## config.mk

```make
export PLATFORM = sky130hd
export DESIGN_NAME = instr_fetch_unit
export DESIGN_NICKNAME = d
export VERILOG_FILES = /design/src/rtl/fetch_pkg.sv /design/src/rtl/fetch_fifo.sv /design/src/rtl/instr_fetch_unit.sv
export SDC_FILE = /design/constraint.sdc
export NUM_CORES = 1
export LEC_CHECK = 0
export CAP_MARGIN = 20
export CORE_ASPECT_RATIO = 0.6
export CORE_UTILIZATION = 56
export CTS_CLUSTER_DIAMETER = 80
export DETAILED_ROUTE_END_ITERATION = 10
export GPL_TIMING_DRIVEN = 1
export PLACE_DENSITY = 0.88
export SLEW_MARGIN = 10
export SYNTH_ARGS = -nofsm -noshare
export SYNTH_HDL_FRONTEND = slang
export SYNTH_SLANG_ARGS = --single-unit
```

## constraint.sdc

```tcl
create_clock -name clk -period 15.5 [get_ports clk]
set_clock_uncertainty 0.05 [all_clocks]
set_input_delay 3.875 -clock clk [delete_from_list [all_inputs] [get_ports clk]]
set_output_delay 3.875 -clock clk [all_outputs]
set_load 0.03 [all_outputs]
```

## src/rtl/fetch_pkg.sv

```systemverilog
// Shared types and constants for the instruction fetch unit.
package fetch_pkg;

   localparam int          XLEN_DEF = 32;
   localparam logic [31:0] NOP_INST = 32'h0000_0013;

   // Instruction field positions used for the decode split.
   localparam int OPC_LSB = 0;
   localparam int F3_LSB  = 12;
   localparam int F7_LSB  = 25;

   typedef enum logic [1:0] {
      BOOT,
      FETCH,
      DRAIN
   } fetch_state_t;

   typedef struct packed {
      logic [XLEN_DEF-1:0] pc;
      logic [31:0]         inst;
   } fetch_entry_t;

endpackage

```

## src/rtl/fetch_fifo.sv

```systemverilog
// Prefetch buffer of {pc, inst} entries with push/pop/flush.
// Flush wins over push and pop; storage is left unreset because the
// pointers and occupancy alone define what is valid.
module fetch_fifo
   import fetch_pkg::*;
#(
   parameter int DEPTH = 2
) (
   input  logic                   clk,
   input  logic                   rst,
   input  logic                   push,
   input  fetch_entry_t           push_entry,
   input  logic                   pop,
   input  logic                   flush,
   output fetch_entry_t           head,
   output logic                   full,
   output logic                   empty,
   output logic [$clog2(DEPTH):0] count
);

   localparam int AW = $clog2(DEPTH);

   fetch_entry_t  mem_q [DEPTH];
   logic [AW-1:0] rd_ptr;
   logic [AW-1:0] wr_ptr;
   logic          push_ok;
   logic          pop_ok;

   assign full    = (count == (AW+1)'(DEPTH));
   assign empty   = (count == '0);
   assign push_ok = push && !full;
   assign pop_ok  = pop && !empty;
   assign head    = mem_q[rd_ptr];

   // Pointer and occupancy bookkeeping.
   always_ff @(posedge clk or posedge rst) begin
      if (rst) begin
         rd_ptr <= '0;
         wr_ptr <= '0;
         count  <= '0;
      end else if (flush) begin
         rd_ptr <= '0;
         wr_ptr <= '0;
         count  <= '0;
      end else begin
         if (push_ok) wr_ptr <= wr_ptr + 1'b1;
         if (pop_ok)  rd_ptr <= rd_ptr + 1'b1;
         count <= count + (AW+1)'(push_ok) - (AW+1)'(pop_ok);
      end
   end

   // Entry storage.
   always_ff @(posedge clk) begin
      if (push_ok) mem_q[wr_ptr] <= push_entry;
   end

   // The issue rule reserves a slot for every outstanding request.
   assert property (@(posedge clk) disable iff (rst) !(push && full));

endmodule

```

## src/rtl/instr_fetch_unit.sv

```systemverilog
// Instruction fetch unit: PC generation, in-order memory requests,
// prefetch buffering and redirect handling with in-flight response drop.
// Optional macro FETCH_PERF_CNT_EN adds saturating fetched/dropped counters.
module instr_fetch_unit
   import fetch_pkg::*;
#(
   parameter int              XLEN       = 32,
   parameter logic [XLEN-1:0] RESET_PC   = '0,
   parameter int              FIFO_DEPTH = 2
) (
   input  logic            clk,
   input  logic            rst,
   output logic            imem_req_valid,
   input  logic            imem_req_ready,
   output logic [XLEN-1:0] imem_req_addr,
   input  logic            imem_rsp_valid,
   input  logic [31:0]     imem_rsp_data,
   input  logic            redirect_valid,
   input  logic [XLEN-1:0] redirect_pc,
   output logic            inst_valid,
   input  logic            inst_ready,
   output logic [31:0]     inst_data,
   output logic [XLEN-1:0] inst_pc,
   output logic [6:0]      opCode,
   output logic [2:0]      funct3,
   output logic [6:0]      funct7
`ifdef FETCH_PERF_CNT_EN
   ,
   output logic [31:0]     perf_fetched,
   output logic [31:0]     perf_dropped
`endif
);

   localparam int CW = $clog2(FIFO_DEPTH) + 1;

   fetch_state_t    state, state_nxt;
   logic [XLEN-1:0] fetch_pc;
   logic [XLEN-1:0] resp_pc;
   logic [XLEN-1:0] redirect_aligned;
   logic [CW-1:0]   outstanding, out_nxt;
   logic [CW-1:0]   drop_cnt, drop_nxt;
   logic [CW-1:0]   occ;
   logic [CW:0]     in_use;
   logic            req_fire;
   logic            rsp_drop;
   logic            rsp_keep;
   logic            pop_fire;
   logic            fifo_full;
   logic            fifo_empty;
   fetch_entry_t    fifo_head;
   fetch_entry_t    fifo_in;

   assign redirect_aligned = {redirect_pc[XLEN-1:2], 2'b00};
   assign in_use   = {1'b0, occ} + {1'b0, outstanding};
   assign req_fire = imem_req_valid && imem_req_ready;
   // A response arriving with a redirect is lost along with the buffer.
   assign rsp_drop = imem_rsp_valid && ((drop_cnt != '0) || redirect_valid);
   assign rsp_keep = imem_rsp_valid && !rsp_drop && !fifo_full;
   assign pop_fire = inst_valid && inst_ready && !redirect_valid;
   assign out_nxt  = outstanding + CW'(req_fire) - CW'(imem_rsp_valid);
   assign fifo_in  = '{pc: XLEN_DEF'(resp_pc), inst: imem_rsp_data};

   fetch_fifo #(
      .DEPTH (FIFO_DEPTH)
   ) u_fifo (
      .clk        (clk),
      .rst        (rst),
      .push       (rsp_keep),
      .push_entry (fifo_in),
      .pop        (pop_fire),
      .flush      (redirect_valid),
      .head       (fifo_head),
      .full       (fifo_full),
      .empty      (fifo_empty),
      .count      (occ)
   );

   assign imem_req_addr = fetch_pc;
   assign inst_valid    = !fifo_empty;
   assign inst_data     = fifo_empty ? NOP_INST : fifo_head.inst;
   assign inst_pc       = fifo_empty ? '0 : XLEN'(fifo_head.pc);
   assign opCode        = inst_data[OPC_LSB +: 7];
   assign funct3        = inst_data[F3_LSB +: 3];
   assign funct7        = inst_data[F7_LSB +: 7];

   // State register.
   always_ff @(posedge clk or posedge rst) begin
      if (rst) state <= BOOT;
      else     state <= state_nxt;
   end

   // Next state, drop counter update and request issue.
   always_comb begin
      state_nxt      = state;
      drop_nxt       = drop_cnt;
      imem_req_valid = (state != BOOT) && (in_use < (CW+1)'(FIFO_DEPTH));
      if (imem_rsp_valid && (drop_cnt != '0)) drop_nxt = drop_cnt - 1'b1;
      if (redirect_valid) begin
         // Everything still in flight after this cycle belongs to the old path.
         drop_nxt  = out_nxt;
         state_nxt = (out_nxt != '0) ? DRAIN : FETCH;
      end else begin
         case (state)
            BOOT:    state_nxt = FETCH;
            FETCH:   state_nxt = FETCH;
            DRAIN:   if (drop_nxt == '0) state_nxt = FETCH;
            default: state_nxt = BOOT;
         endcase
      end
   end

   // PC tracking and request/drop counters.
   always_ff @(posedge clk or posedge rst) begin
      if (rst) begin
         fetch_pc    <= RESET_PC;
         resp_pc     <= RESET_PC;
         outstanding <= '0;
         drop_cnt    <= '0;
      end else begin
         outstanding <= out_nxt;
         drop_cnt    <= drop_nxt;
         if (redirect_valid) begin
            fetch_pc <= redirect_aligned;
            resp_pc  <= redirect_aligned;
         end else begin
            if (req_fire) fetch_pc <= fetch_pc + XLEN'(4);
            if (rsp_keep) resp_pc  <= resp_pc + XLEN'(4);
         end
      end
   end

`ifdef FETCH_PERF_CNT_EN
   function automatic logic [31:0] sat_inc(input logic [31:0] v, input logic en);
      return (en && (v != 32'hFFFF_FFFF)) ? v + 32'd1 : v;
   endfunction

   // Saturating activity counters; redirects do not clear them.
   always_ff @(posedge clk or posedge rst) begin
      if (rst) begin
         perf_fetched <= '0;
         perf_dropped <= '0;
      end else begin
         perf_fetched <= sat_inc(perf_fetched, pop_fire);
         perf_dropped <= sat_inc(perf_dropped, rsp_drop);
      end
   end
`else
   // Performance counters are not built in this configuration.
`endif

endmodule
```

### Word level (Yosys, flattened, before mapping)

Memory sizes are Yosys's and may differ from the RTL's.
Cells that the tools add are included.

* word-level logic and storage cells: 69
* output and inout port bits: 115
* flip-flop bits (word level): 74
* bits in writable memories: 128
* memories kept: 1

* equal/unequal tests: 4
* multiplexer cells: 19
* reduce and logical (&&, ||, !) cells: 26
* $lt $le $gt $ge: 1
* $add $sub $neg: 10

Memory list
* u_fifo.mem_q: words 2, width 64, read ports 1, clocked after memory_dff 0, write ports 1, line fetch_fifo.sv:23 `fetch_entry_t mem_q [DEPTH];`

Operator list (count)
* $mux 32: 6
* $add 32x3->32 const B: 2
* $reduce_bool 2->1: 7
* $mux 2: 6
* $logic_and 1x1->1: 10
* $logic_not 2->1: 3
* $mux 1: 6
* $add 2x1->2: 2
* $eq 2x2->1 const B: 2
* $logic_not 1->1: 4
* $pmux 2 s2: 1
* $sub 2x1->2: 2
* $add 2x2->3: 1
* $lt 3x2->1 const B: 1
* $ne 3x3->1 const B: 1
* $add 1x1->1 const B: 2
* $eq 2x1->1 const B: 1
* $reduce_or 2->1: 1
* $sub 2x1->2 const B: 1
* $logic_or 1x1->1: 1

### Logic depth before layout (Yosys ltp)

* depth after elaboration: 10
* gate-level depth with buffers: 12
* depth with buffers taken out: 12

### Hierarchy

A second synthesis with hierarchy kept.

* cell total of the unflattened synthesis: 789
* area, all modules: 9619.2 sq um

Modules (own cells, without submodules)
* fetch_fifo: area an instance 4867.2 sq um, instances 1, cells an instance 225, sequential area each 3943.8 sq um
* instr_fetch_unit: area an instance 4752.1 sq um, instances 1, cells an instance 564, sequential area each 1651.6 sq um

### Worst setup path before layout

OpenSTA, ideal clock, no wires.

* path kind: input-to-reg
* start: in redirect_valid
* end: mem u_fifo.mem_q[0][0] (netlist bit), enable pin
* setup time: 0.559 ns
* path buffers: 3
* path slack: 6.183 ns
* arrival: 8.709 ns
* cell stages on the path: 4
* cell sequence: clkbuf_1 -> clkbuf_1 -> buf_1 -> nor3_1

* longest elaborated chain between the ends: 8

RTL lines
* start, declared: line instr_fetch_unit.sv:18 `input logic redirect_valid,`
* $logic_or 1x1->1: line instr_fetch_unit.sv:57 `assign rsp_drop = imem_rsp_valid && ((drop_cnt != '0) || redirect_valid);`
* $logic_and 1x1->1: line instr_fetch_unit.sv:57
* $logic_not 1->1: line instr_fetch_unit.sv:58 `assign rsp_keep = imem_rsp_valid && !rsp_drop && !fifo_full;`
* $logic_and 1x1->1 (2 in series): line instr_fetch_unit.sv:58
* $logic_and 1x1->1: line fetch_fifo.sv:31 `assign push_ok = push && !full;`
* $mux 1: line fetch_fifo.sv:54 `if (push_ok) mem_q[wr_ptr] <= push_entry;`
* $mux 1 (implied by the code): line fetch_fifo.sv:54
* end, declared: line fetch_fifo.sv:23

No other way between the ends.

### Final worst setup path

* start: reg u_fifo.count[1]
* end: out inst_data[0]

* longest elaborated chain between the ends: 2

RTL lines
* start, declared: line fetch_fifo.sv:18 `output logic [$clog2(DEPTH):0] count`
* start signal, assigned: line fetch_fifo.sv:48 `count <= count + (AW+1)'(push_ok) - (AW+1)'(pop_ok);`
* $logic_not 2->1: line fetch_fifo.sv:30 `assign empty = (count == '0);`
* $mux 32: line instr_fetch_unit.sv:80 `assign inst_data = fifo_empty ? NOP_INST : fifo_head.inst;`
* end, declared: line instr_fetch_unit.sv:22 `output logic [31:0] inst_data,`

No other way between the ends.

==> results.sh <==
export IMPL_rsz0062_at_grt="no"
export IMPL_grt_ovfl_total=0
export IMPL_yosys_warnings=0
export IMPL_crit_path_max_fanout=60
export IMPL_floorplan_die_width_um=168
export IMPL_final_period_demand_of_the_worst_path_ps=6710
export IMPL_wl_per_cell_um=19.7
export IMPL_status="completed"
export IMPL_num_nets_final=999
export IMPL_io_buffers=178
export IMPL_detail_route_iter0_violations=778
export IMPL_cts_post_setup_buffers_inserted=0
export IMPL_numCtsBuffers=17
export IMPL_met1_usage_grt_pct=38.2
export IMPL_timing_max_slew_rel_slack_pct=27.3
export IMPL_die_area_um2=17100
export IMPL_global_route_wire_length_before_repair_um=35300
export IMPL_initial_utilization_pct=58.8
export IMPL_timing_final_max_slew_violations=0
export IMPL_crit_path_cell_trace="nor2_4 > buf_4 > inv_1 > nand2_1 > clkdlybuf4s50_1"
export IMPL_cts_tree="done"
export IMPL_p_leak_uw=0.00395
export IMPL_clock_net_sink_count=194
export IMPL_core_region_area_um2=15700
export IMPL_via_per_inst=6.23
export IMPL_antenna_found_initial=0
export IMPL_die_height_um=102
export IMPL_clk_path_buf_depth=2
export IMPL_worstSetupPathType="reg -> out"
export IMPL_final_min_period_over_clock_period_pct=43.3
export IMPL_report_final_setup_viol=0
export IMPL_tightestPinTransition_ps=1090
export IMPL_max_cap_violations=0
export IMPL_clockRootBuffer="sky130_fd_sc_hd__clkbuf_16"
export IMPL_first_global_vias=6665
export IMPL_post_synth_cell_area_avg_um2=11.8
export IMPL_critPathSlowestCell="sky130_fd_sc_hd__clkdlybuf4s50_1"
export IMPL_gr_util_met3_pct=6.29
export IMPL_timing_hold_violations_final=0
export IMPL_wirelength_um=22400
export IMPL_layout_commonest_cell="sky130_fd_sc_hd__clkdlybuf4s50_1"
export IMPL_post_synth_instance_area_um2=9250
export IMPL_remaining_drc_errors=0
export IMPL_synth_async_reset_ratio_pct=36.1
export IMPL_vdd_ir_drop_max_mv=0.0663
export IMPL_pin_count=185
export IMPL_placementRows=35
export IMPL_synthFlopType="sky130_fd_sc_hd__edfxtp_1"
export IMPL_hold_path_class="reg -> reg"
export IMPL_clk_latency_ps=430
export IMPL_rrSetupSlack_ps=12000
export IMPL_drt_first_pass_iters=6
export IMPL_cp_arrival_ps=2790
export IMPL_detailedPlacementHpwl_um=14800
export IMPL_setup_tns_ps=0
export IMPL_timing_critical_path_to_type="primary output"
export IMPL_final_core_util_pct=74.0
export IMPL_area_growth_syn_to_layout_pct=25.7
export IMPL_use_met2_pct=42.4
export IMPL_top_usage_layer="met2"
export IMPL_ys_types=51
export IMPL_critPathRequiredTime_ps=11580
export IMPL_antenna_cells_inserted=0
export IMPL_post_cts_hold_buffer_count=0
export IMPL_grt_start_max_net_pins=90
export IMPL_synth_seq_area_share_pct=59.2
export IMPL_globalRouteTotalUtil_pct=26.9
export IMPL_drive_above_1_share_pct=6.85
export IMPL_syn_inst=783
export IMPL_htree_num_levels=4
export IMPL_powerDensity_nw_per_um2=135
export IMPL_gp_congestion=0.921
export IMPL_final_antenna_net_count=0
export IMPL_mostFrequentLayoutCells="sky130_fd_sc_hd__clkdlybuf4s50_1, sky130_fd_sc_hd__edfxtp_1, sky130_fd_sc_hd__nor2_1"
export IMPL_critPathMaxStageDelay_ps=690
export IMPL_clk_pin_slew_worst_paths_ps=70
export IMPL_synth_edff_count=124
export IMPL_post_cts_resized_instances=0
export IMPL_cp_start_kind="flop"
export IMPL_num_vias=7080
export IMPL_yosys_register_bits=194
export IMPL_fmax_ghz=0.149
[registers in the layout, indices dropped and copies added, names as in the netlist, 2 cells and up]
| register | flops |
|---|---|
| u_fifo.mem_q | 124 |
| imem_req_addr | 30 |
| resp_pc | 30 |
| drop_cnt | 2 |
| outstanding | 2 |
| state | 2 |
| u_fifo.count | 2 |
[critical path, delay by kind of cell (launching register included)]
kind	cells	cell delay, ps
DFF	1	480
buffers and inverters	3	1560
and+or+nand+nor	2	300
[Yosys cell counts (all sizes together), types with 8 or more instances]
cell / count / share of area, %
mux2i: 64 / 6.9
and2: 11 / 0.76
nand2: 29 / 1.2
buf: 36 / 2.5
inv: 12 / 0.49
clkbuf: 34 / 1.4
xnor2: 11 / 1.0
nor2: 95 / 3.9
a31oi: 12 / 0.81
nor3: 29 / 1.7
nor4: 30 / 2.0
and4: 15 / 1.4
nand3: 16 / 0.87
nor2b: 15 / 1.0
a311oi: 30 / 2.8
nand4: 26 / 1.8
o31ai: 12 / 0.97
o21ai: 12 / 0.65
a211oi: 16 / 1.3
edfxtp: 124 / 40
or4: 8 / 0.65
dfrtp: 70 / 19
and3: 17 / 1.2
[final timing paths]
check / to / depth (start not counted) / startpoint
worst max-delay path: inst_data[0] / 5 / u_fifo.count[1]
worst min-delay path: state[0] / 1 / state[1]
worst max register to register: state[0] / 12 / u_fifo.count[0]
worst min register to register: state[0] / 1 / state[1]
max in group asynchronous: u_fifo.rd_ptr / 3 / rst
min in group asynchronous: imem_req_addr[24] / 3 / rst
[where the power goes]
group | switching, µW | internal (µW) | leakage (µW) | total (µW)
Sequential | 64.2 | 606 | 0.00194 | 670
Combinational | 273 | 189 | 0.00172 | 462
Clock | 209 | 231 | 0.000289 | 440
[metrics by stage]
step                      cells  power [µW]  setup WS [ps]  hold slack, ps  cell area, µm²
final                      1137        1570           8790             461           11600
after floorplan             786         964           6180             391            9260
after detailed placement   1103        1140           9020             450           11000
after global routing       1137        1630           8640             503           11600
after global placement     1103        1120           9090             431           11000
after CTS                  1135        1570           8780             463           11600
[layout make-up]
class                      count  area [µm²]
sequential                   194        5480
fill                        1047        4100
multi-input combinational    510        3400
timing repair buffer         186        1850
clock buffer                  18         429
tap                          203         254
clock inverter                14         175
inverter                      12        45.0
[kinds of logic after synthesis]
kind of cell | after synthesis | synth area share [%]
adder cells (fa/ha/maj) | 8 | 1.16
flip-flops | 194 | 59.2
buffers and inverters | 82 | 4.36
multiplexers | 71 | 7.78
other | 1 | 0.0405
AND/OR/NAND/NOR | 315 | 18.2
AO/OA/AOI/OAI | 96 | 7.60
XOR/XNOR | 16 | 1.68
[routing by layer]
metal | wire length, µm | share of wire [%]
met3 | 2020 | 9.0
met1 | 9790 | 44
met2 | 10400 | 46
met4 | 214 | 0.95
met5 | 0 | 0
No activity file was read; power rests on OpenSTA's default activity.
